### config.mk
export PLATFORM = sky130hd
export DESIGN_NAME = stepper_ctrl_xy_flat
export DESIGN_NICKNAME = d
export VERILOG_FILES = /design/src/rtl/stepper_ctrl_xy_if.sv /design/src/rtl/stepper_ctrl_xy.sv /design/src/flat_wrapper.sv
export SDC_FILE = /design/constraint.sdc
export NUM_CORES = 1
export LEC_CHECK = 0
export CAP_MARGIN = 20
export CORE_UTILIZATION = 50
export CTS_CLUSTER_SIZE = 28
export DETAILED_ROUTE_END_ITERATION = 12
export HOLD_SLACK_MARGIN = 0.06
export PLACE_DENSITY = 0.76
export SLEW_MARGIN = 20
export SYNTH_ARGS = -nofsm -noshare
export SYNTH_HDL_FRONTEND = slang
export SYNTH_HIERARCHICAL = 1
export SYNTH_SLANG_ARGS = --single-unit
export TNS_END_PERCENT = 100
### constraint.sdc
create_clock -name clk -period 7.2 [get_ports clk]
set_input_delay 1.44 -clock clk [delete_from_list [all_inputs] [get_ports clk]]
set_output_delay 1.44 -clock clk [all_outputs]
set_load 0.02 [all_outputs]
### src/rtl/stepper_ctrl_xy_if.sv
// Command/status handshake between the command processor (master) and the
// two-axis stepper controller (slave).
interface stepper_ctrl_xy_if #(
  parameter int PULSE_NUM_X_BITS = 8,
  parameter int PULSE_NUM_Y_BITS = 8,
  parameter int PULSE_WIDTH_BITS = 8
);
  logic [PULSE_NUM_X_BITS-1:0] pulse_num_x;
  logic [PULSE_NUM_Y_BITS-1:0] pulse_num_y;
  logic [PULSE_WIDTH_BITS-1:0] pulse_width;
  logic                        trigger;
  logic                        done;
  logic                        rdy;

  modport master (
    output pulse_num_x, pulse_num_y, pulse_width, trigger,
    input  done, rdy
  );

  modport slave (
    input  pulse_num_x, pulse_num_y, pulse_width, trigger,
    output done, rdy
  );
endinterface

### src/rtl/stepper_ctrl_xy.sv
// Two-axis stepper pulse generator: latches a move command on trigger and
// runs independent X/Y step trains of equal high/low phase length.

module stepper_ctrl_xy_axis #(
  parameter int CNT_BITS         = 8,
  parameter int PULSE_WIDTH_BITS = 8
) (
  input  logic                        clk,
  input  logic                        reset,
  input  logic                        load,
  input  logic [CNT_BITS-1:0]         count,
  input  logic [PULSE_WIDTH_BITS-1:0] width,
  input  logic                        tick,
  output logic                        step,
  output logic                        finished,
  output logic                        finishing
);
  logic [CNT_BITS-1:0]         rem;
  logic [PULSE_WIDTH_BITS-1:0] phase;
  logic [PULSE_WIDTH_BITS-1:0] phase_inc;
  logic                        level;
  logic                        active;
  logic                        phase_end;

  assign phase_inc = phase + PULSE_WIDTH_BITS'(1);
  assign phase_end = (phase_inc == width);

  always_ff @(posedge clk) begin
    if (reset) begin
      rem    <= '0;
      phase  <= '0;
      level  <= 1'b0;
      active <= 1'b0;
    end else if (load) begin
      rem    <= count;
      phase  <= '0;
      level  <= (count != '0);
      active <= (count != '0);
    end else if (active && tick) begin
      if (phase_end) begin
        phase <= '0;
        // Count drops on the falling edge; the axis retires at the end of
        // the low phase that follows its last pulse.
        if (level) begin
          level <= 1'b0;
          rem   <= rem - CNT_BITS'(1);
        end else if (rem == '0) begin
          active <= 1'b0;
        end else begin
          level <= 1'b1;
        end
      end else begin
        phase <= phase_inc;
      end
    end
  end

  assign step      = level;
  assign finished  = !active;
  assign finishing = active && tick && !level && phase_end && (rem == '0);
endmodule

module stepper_ctrl_xy #(
  parameter int PULSE_NUM_X_BITS = 8,
  parameter int PULSE_NUM_Y_BITS = 8,
  parameter int PULSE_WIDTH_BITS = 8
) (
  input  logic              clk,
  input  logic              reset,
  input  logic              clk_en,
  stepper_ctrl_xy_if.slave  bus,
  output logic              step_x,
  output logic              step_y
);
  typedef enum logic [1:0] {
    IDLE = 2'd0,
    RUN  = 2'd1,
    DONE = 2'd2
  } state_t;

  state_t state, state_next;

  logic                        accept;
  logic                        both_zero;
  logic [PULSE_WIDTH_BITS-1:0] width_lat;
  logic                        x_finished, x_finishing;
  logic                        y_finished, y_finishing;
  logic                        x_end, y_end;

  assign accept    = (state == IDLE) && bus.trigger;
  assign both_zero = (bus.pulse_num_x == '0) && (bus.pulse_num_y == '0);

  always_ff @(posedge clk) begin
    if (reset) begin
      width_lat <= '0;
    end else if (accept) begin
      width_lat <= (bus.pulse_width == '0) ? PULSE_WIDTH_BITS'(1) : bus.pulse_width;
    end
  end

  stepper_ctrl_xy_axis #(
    .CNT_BITS         (PULSE_NUM_X_BITS),
    .PULSE_WIDTH_BITS (PULSE_WIDTH_BITS)
  ) u_axis_x (
    .clk       (clk),
    .reset     (reset),
    .load      (accept),
    .count     (bus.pulse_num_x),
    .width     (width_lat),
    .tick      (clk_en),
    .step      (step_x),
    .finished  (x_finished),
    .finishing (x_finishing)
  );

  stepper_ctrl_xy_axis #(
    .CNT_BITS         (PULSE_NUM_Y_BITS),
    .PULSE_WIDTH_BITS (PULSE_WIDTH_BITS)
  ) u_axis_y (
    .clk       (clk),
    .reset     (reset),
    .load      (accept),
    .count     (bus.pulse_num_y),
    .width     (width_lat),
    .tick      (clk_en),
    .step      (step_y),
    .finished  (y_finished),
    .finishing (y_finishing)
  );

  // Look ahead one edge so DONE lands in the cycle right after the last low phase.
  assign x_end = x_finished || x_finishing;
  assign y_end = y_finished || y_finishing;

  always_ff @(posedge clk) begin
    if (reset) begin
      state <= IDLE;
    end else begin
      state <= state_next;
    end
  end

  always_comb begin
    state_next = state;
    case (state)
      IDLE: if (bus.trigger) state_next = both_zero ? DONE : RUN;
      RUN:  if (x_end && y_end) state_next = DONE;
      DONE: state_next = IDLE;
      default: state_next = IDLE;
    endcase
  end

  always_comb begin
    bus.rdy  = 1'b0;
    bus.done = 1'b0;
    case (state)
      IDLE: bus.rdy  = 1'b1;
      DONE: bus.done = 1'b1;
      default: ;
    endcase
  end
endmodule

### src/flat_wrapper.sv
// flat-port wrapper written by rule: the top's interface ports become plain ports
module stepper_ctrl_xy_flat 
#(
  parameter int PULSE_NUM_X_BITS = 8,
  parameter int PULSE_NUM_Y_BITS = 8,
  parameter int PULSE_WIDTH_BITS = 8
)
  (clk, reset, clk_en, step_x, step_y, bus_pulse_num_x, bus_pulse_num_y, bus_pulse_width, bus_trigger, bus_done, bus_rdy);
  stepper_ctrl_xy_if #(.PULSE_NUM_X_BITS(PULSE_NUM_X_BITS), .PULSE_NUM_Y_BITS(PULSE_NUM_Y_BITS), .PULSE_WIDTH_BITS(PULSE_WIDTH_BITS)) bus_i ();
  input  logic clk;
  input  logic reset;
  input  logic clk_en;
  output logic step_x;
  output logic step_y;
  input wire logic [$bits(bus_i.pulse_num_x)-1:0] bus_pulse_num_x;
  input wire logic [$bits(bus_i.pulse_num_y)-1:0] bus_pulse_num_y;
  input wire logic [$bits(bus_i.pulse_width)-1:0] bus_pulse_width;
  input wire logic [$bits(bus_i.trigger)-1:0] bus_trigger;
  output wire logic [$bits(bus_i.done)-1:0] bus_done;
  output wire logic [$bits(bus_i.rdy)-1:0] bus_rdy;
  assign bus_i.pulse_num_x = bus_pulse_num_x;
  assign bus_i.pulse_num_y = bus_pulse_num_y;
  assign bus_i.pulse_width = bus_pulse_width;
  assign bus_i.trigger = bus_trigger;
  assign bus_done = bus_i.done;
  assign bus_rdy = bus_i.rdy;
  stepper_ctrl_xy #(.PULSE_NUM_X_BITS(PULSE_NUM_X_BITS), .PULSE_NUM_Y_BITS(PULSE_NUM_Y_BITS), .PULSE_WIDTH_BITS(PULSE_WIDTH_BITS)) u_core (.clk(clk), .reset(reset), .clk_en(clk_en), .bus(bus_i), .step_x(step_x), .step_y(step_y));
endmodule
==> metrics.txt <==
status completed; FF/Latch Area 921 µm²; Place WS 2.97 ns; post-synthesis sequential area ratio 28.8%; Core ar. 0.00606 mm²; VDD IR max 93.1 µV; P&R area growth vs syn 12.8%; Mean Syn Cell Area 8.31 µm²; Worst Path Required 7.45 ns; sequential power share 47.4%; gpl congestion 0.859; switching share of power about a third; CTS Buffer Depth 2; DRT iter0 DRCs between 300 and 400; multi-input logic area 0.00213 mm²; Int Pwr 0.000431 W; # clock sinks 46; post-CTS setup buffers 0; leakage power roughly 1.2 nW; CTS Hold Bufs 0; CTS tree done; compound-cell area share of the yosys netlist 25.0%; final core occ 59.6%; Initial Utilization 52.8%; crit path capture type flip-flop; Clk Latency, worst-skew pair 0.30 ns; period utilisation layout 55.3%; cell count after synthesis a little under 400; post-synthesis cell area approximately 0.0032 mm²; crit-path max FO 22; Die Height 82.0 µm; Async S/R FF share, synth 0%; combinational power share 26.4%; chip width 82.0 µm; worst stage delay on the critical path 1.04 ns; TritonCTS buffer count 5; Post-Synth XOR/XNOR Area 5.94%; Avg WL per Cell 15.6 µm; Hold Slack 0.505 ns; worst setup margin 3.22 ns; fin nets 442; Most used DFF post-synth dfxtp_1; crit path launch type input pin; Fmax achieved 251 MHz; Simple-Gate Fraction of Synth Area 29.5%; Power Dens Cells 178 mW/mm²; dominant cells by area after synthesis dfxtp_1, nand2_1, a21oi_1; Final setup violation count 0; DP Wirelength 5520 µm; Seq cells post-synth 46; Psw 0.000213 W; fillcell total 558; synthesis warning total 6; Global Route Usage Sum approximately a quarter; Synthesized Nets 419; area post-placement approximately 0.0035 mm²; Synth Area in Adders 2.35%; Worst Setup Path Type input pin to flip-flop; Critical Path, Cell by Cell clkdlybuf4s50_1 -> nor2_1 -> nand2_1 -> or3_2 -> a21oi_1 -> a21o_2; max-cap viol count 0; Total Neg Setup Slack 0 ns; share of the synthesized area in the top cell type 28.8%; largest family of logic cells by synthesized area simple AND/OR/NAND/NOR gates; Clk pwr share 26.2%; global route overflow 0; critical path's top delay family simple AND/OR/NAND/NOR gates; largest area contributor in the netlist dfxtp_1; clock skew 0.00804 ns; first-pass GRT wire length 13000 µm; Slew Viols, Final 0; final hold violations 0; largest net degree at the start of global routing 27; final WL around 7600 µm; Final ANT Viol Nets 0; ant diodes 0; clk slew on worst S/H paths 0.09 ns; # port buffers 31; highest-delay cell along the critical path nor2_1; layout cell share with drive strength beyond 1 around 10%; Rows 28; post-cts gate resize count 0; drt drc 0; routed vias 3053; worst slew pin tran approximately 1.1 ns; Post-synth EDFFs 0; Max-slew headroom around 25%; RSZ-0062 raised after global routing no; Arr. time, crit path 4.23 ns; Root Buffer clkbuf_8; Vias/cell 6.31; Yosys cell types 65; area of the die slightly below 0.007 mm²; vias in the first global route 2799; H-tree Lvls 2; First-pass DRT Iterations 5; worst min path class flip-flop to flip-flop; multiplexer share of the synthesized area 3.44%; crit path time final between 3 and 4 ns; initial antenna violation count 0; CP bufs+invs 1; I/O pin count 32; Final Instance Area 0.00361 mm²
## stage by stage
step           total power (W)  instances
6_report              0.000644        484
5_1_grt               0.000681        484
4_1_cts               0.000649        484
3_5_place_dp          0.000478        476
3_3_place_gp          0.000474        476
2_1_floorplan         0.000427        385
## kinds of logic (layout without fill, tap and decap cells)
| group | Yosys count | count (layout) |
|---|---|---|
| AO/OA/AOI/OAI | 100 | 100 |
| AND/OR/NAND/NOR | 171 | 171 |
| XOR/XNOR | 20 | 20 |
| adder cells (fa/ha/maj) | 6 | 6 |
| flip-flops | 46 | 46 |
| multiplexers | 11 | 11 |
| buffers and inverters | 31 | 55 |
## tightest hold or removal path: cells and delay by family, from the launching register on
| kind | cells | cell delay (ns) |
|---|---|---|
| compound gates | 1 | 0.05 |
| flops | 1 | 0.35 |
| simple gates | 1 | 0.07 |
## cell usage after synthesis (5+ instances only)
| library cell | count |
|---|---|
| ha_1 | 6 |
| or3_1 | 16 |
| a31oi_1 | 8 |
| xnor2_1 | 12 |
| and2_1 | 6 |
| nor2_1 | 27 |
| nor4_1 | 15 |
| a21o_1 | 10 |
| buf_6 | 5 |
| o21ai_0 | 6 |
| dfxtp_1 | 46 |
| nand4_1 | 6 |
| clkbuf_1 | 8 |
| inv_1 | 15 |
| nand3_1 | 16 |
| a21oi_1 | 23 |
| xor2_1 | 6 |
| nor3_1 | 7 |
| or2_2 | 6 |
| nand2_1 | 41 |
| a32o_1 | 5 |
| mux2i_1 | 11 |
## metal layers
metal  routed length (µm)  global-route usage [%]  part of all wire, %  up-vias
li1                     -                       -                    -     1496
met4                  101                    8.25                  1.3        0
met2                 3470                    39.2                   46      116
met5                    0                       0                    0        -
met3                  387                    3.56                  5.1       12
met1                 3600                    33.8                   48     1429
## registers in the layout (all words and copies together) (netlist names)
| name | cells |
|---|---|
| u_core/state | 2 |
| u_core/u_axis_x/active | 1 |
| u_core/u_axis_y/phase | 8 |
| u_core/u_axis_x/rem | 8 |
| u_core/u_axis_y/step | 1 |
| u_core/u_axis_y/active | 1 |
| u_core/u_axis_x/phase | 8 |
| u_core/u_axis_x/step | 1 |
| u_core/u_axis_y/rem | 8 |
| u_core/width_lat | 8 |
## cell type report
class | instances | share of cell area, %
sequential | 46 | 25.5
tap | 75 | 2.60
timing repair buffer | 32 | 8.80
clock buffer | 6 | 2.29
multi-input combinational | 308 | 58.9
clock inverter | 2 | 0.347
inverter | 15 | 1.56
## cells in the final DEF, fill, tap and decap left out, types with 11 or more instances in the layout
master and count:
a21oi_1 23, nand2_1 41, inv_1 15, clkdlybuf4s50_1 31, dfxtp_1 46, nand3_1 16, or3_1 16, xnor2_1 12
nor4_1 15, nor2_1 27, mux2i_1 11
## power by group through the flow
stage               Combinational, W  Sequential, W  Clock (W)
floorplan                   0.000123       0.000305          0
global placement            0.000165       0.000309          0
detailed placement          0.000168       0.000310          0
CTS                         0.000169       0.000304   0.000175
global route                0.000189       0.000309   0.000183
finish                      0.000170       0.000305   0.000168
## worst paths after layout
path / from / to / slack (ns) / cells past startpoint
max: reset / u_core/u_axis_y/phase[5]$_SDFFE_PP0P_ / 3.22 / 6
min: u_core/u_axis_x/active$_SDFFE_PP0P_ / u_core/u_axis_x/active$_SDFFE_PP0P_ / 0.50 / 2
max reg2reg: u_core/u_axis_x/phase[0]$_SDFFE_PP0P_ / u_core/state[1]$_SDFFE_PP0P_ / 4.40 / 9
min reg2reg: u_core/u_axis_x/active$_SDFFE_PP0P_ / u_core/u_axis_x/active$_SDFFE_PP0P_ / 0.50 / 2
Power figures use the tool's default switching activity.
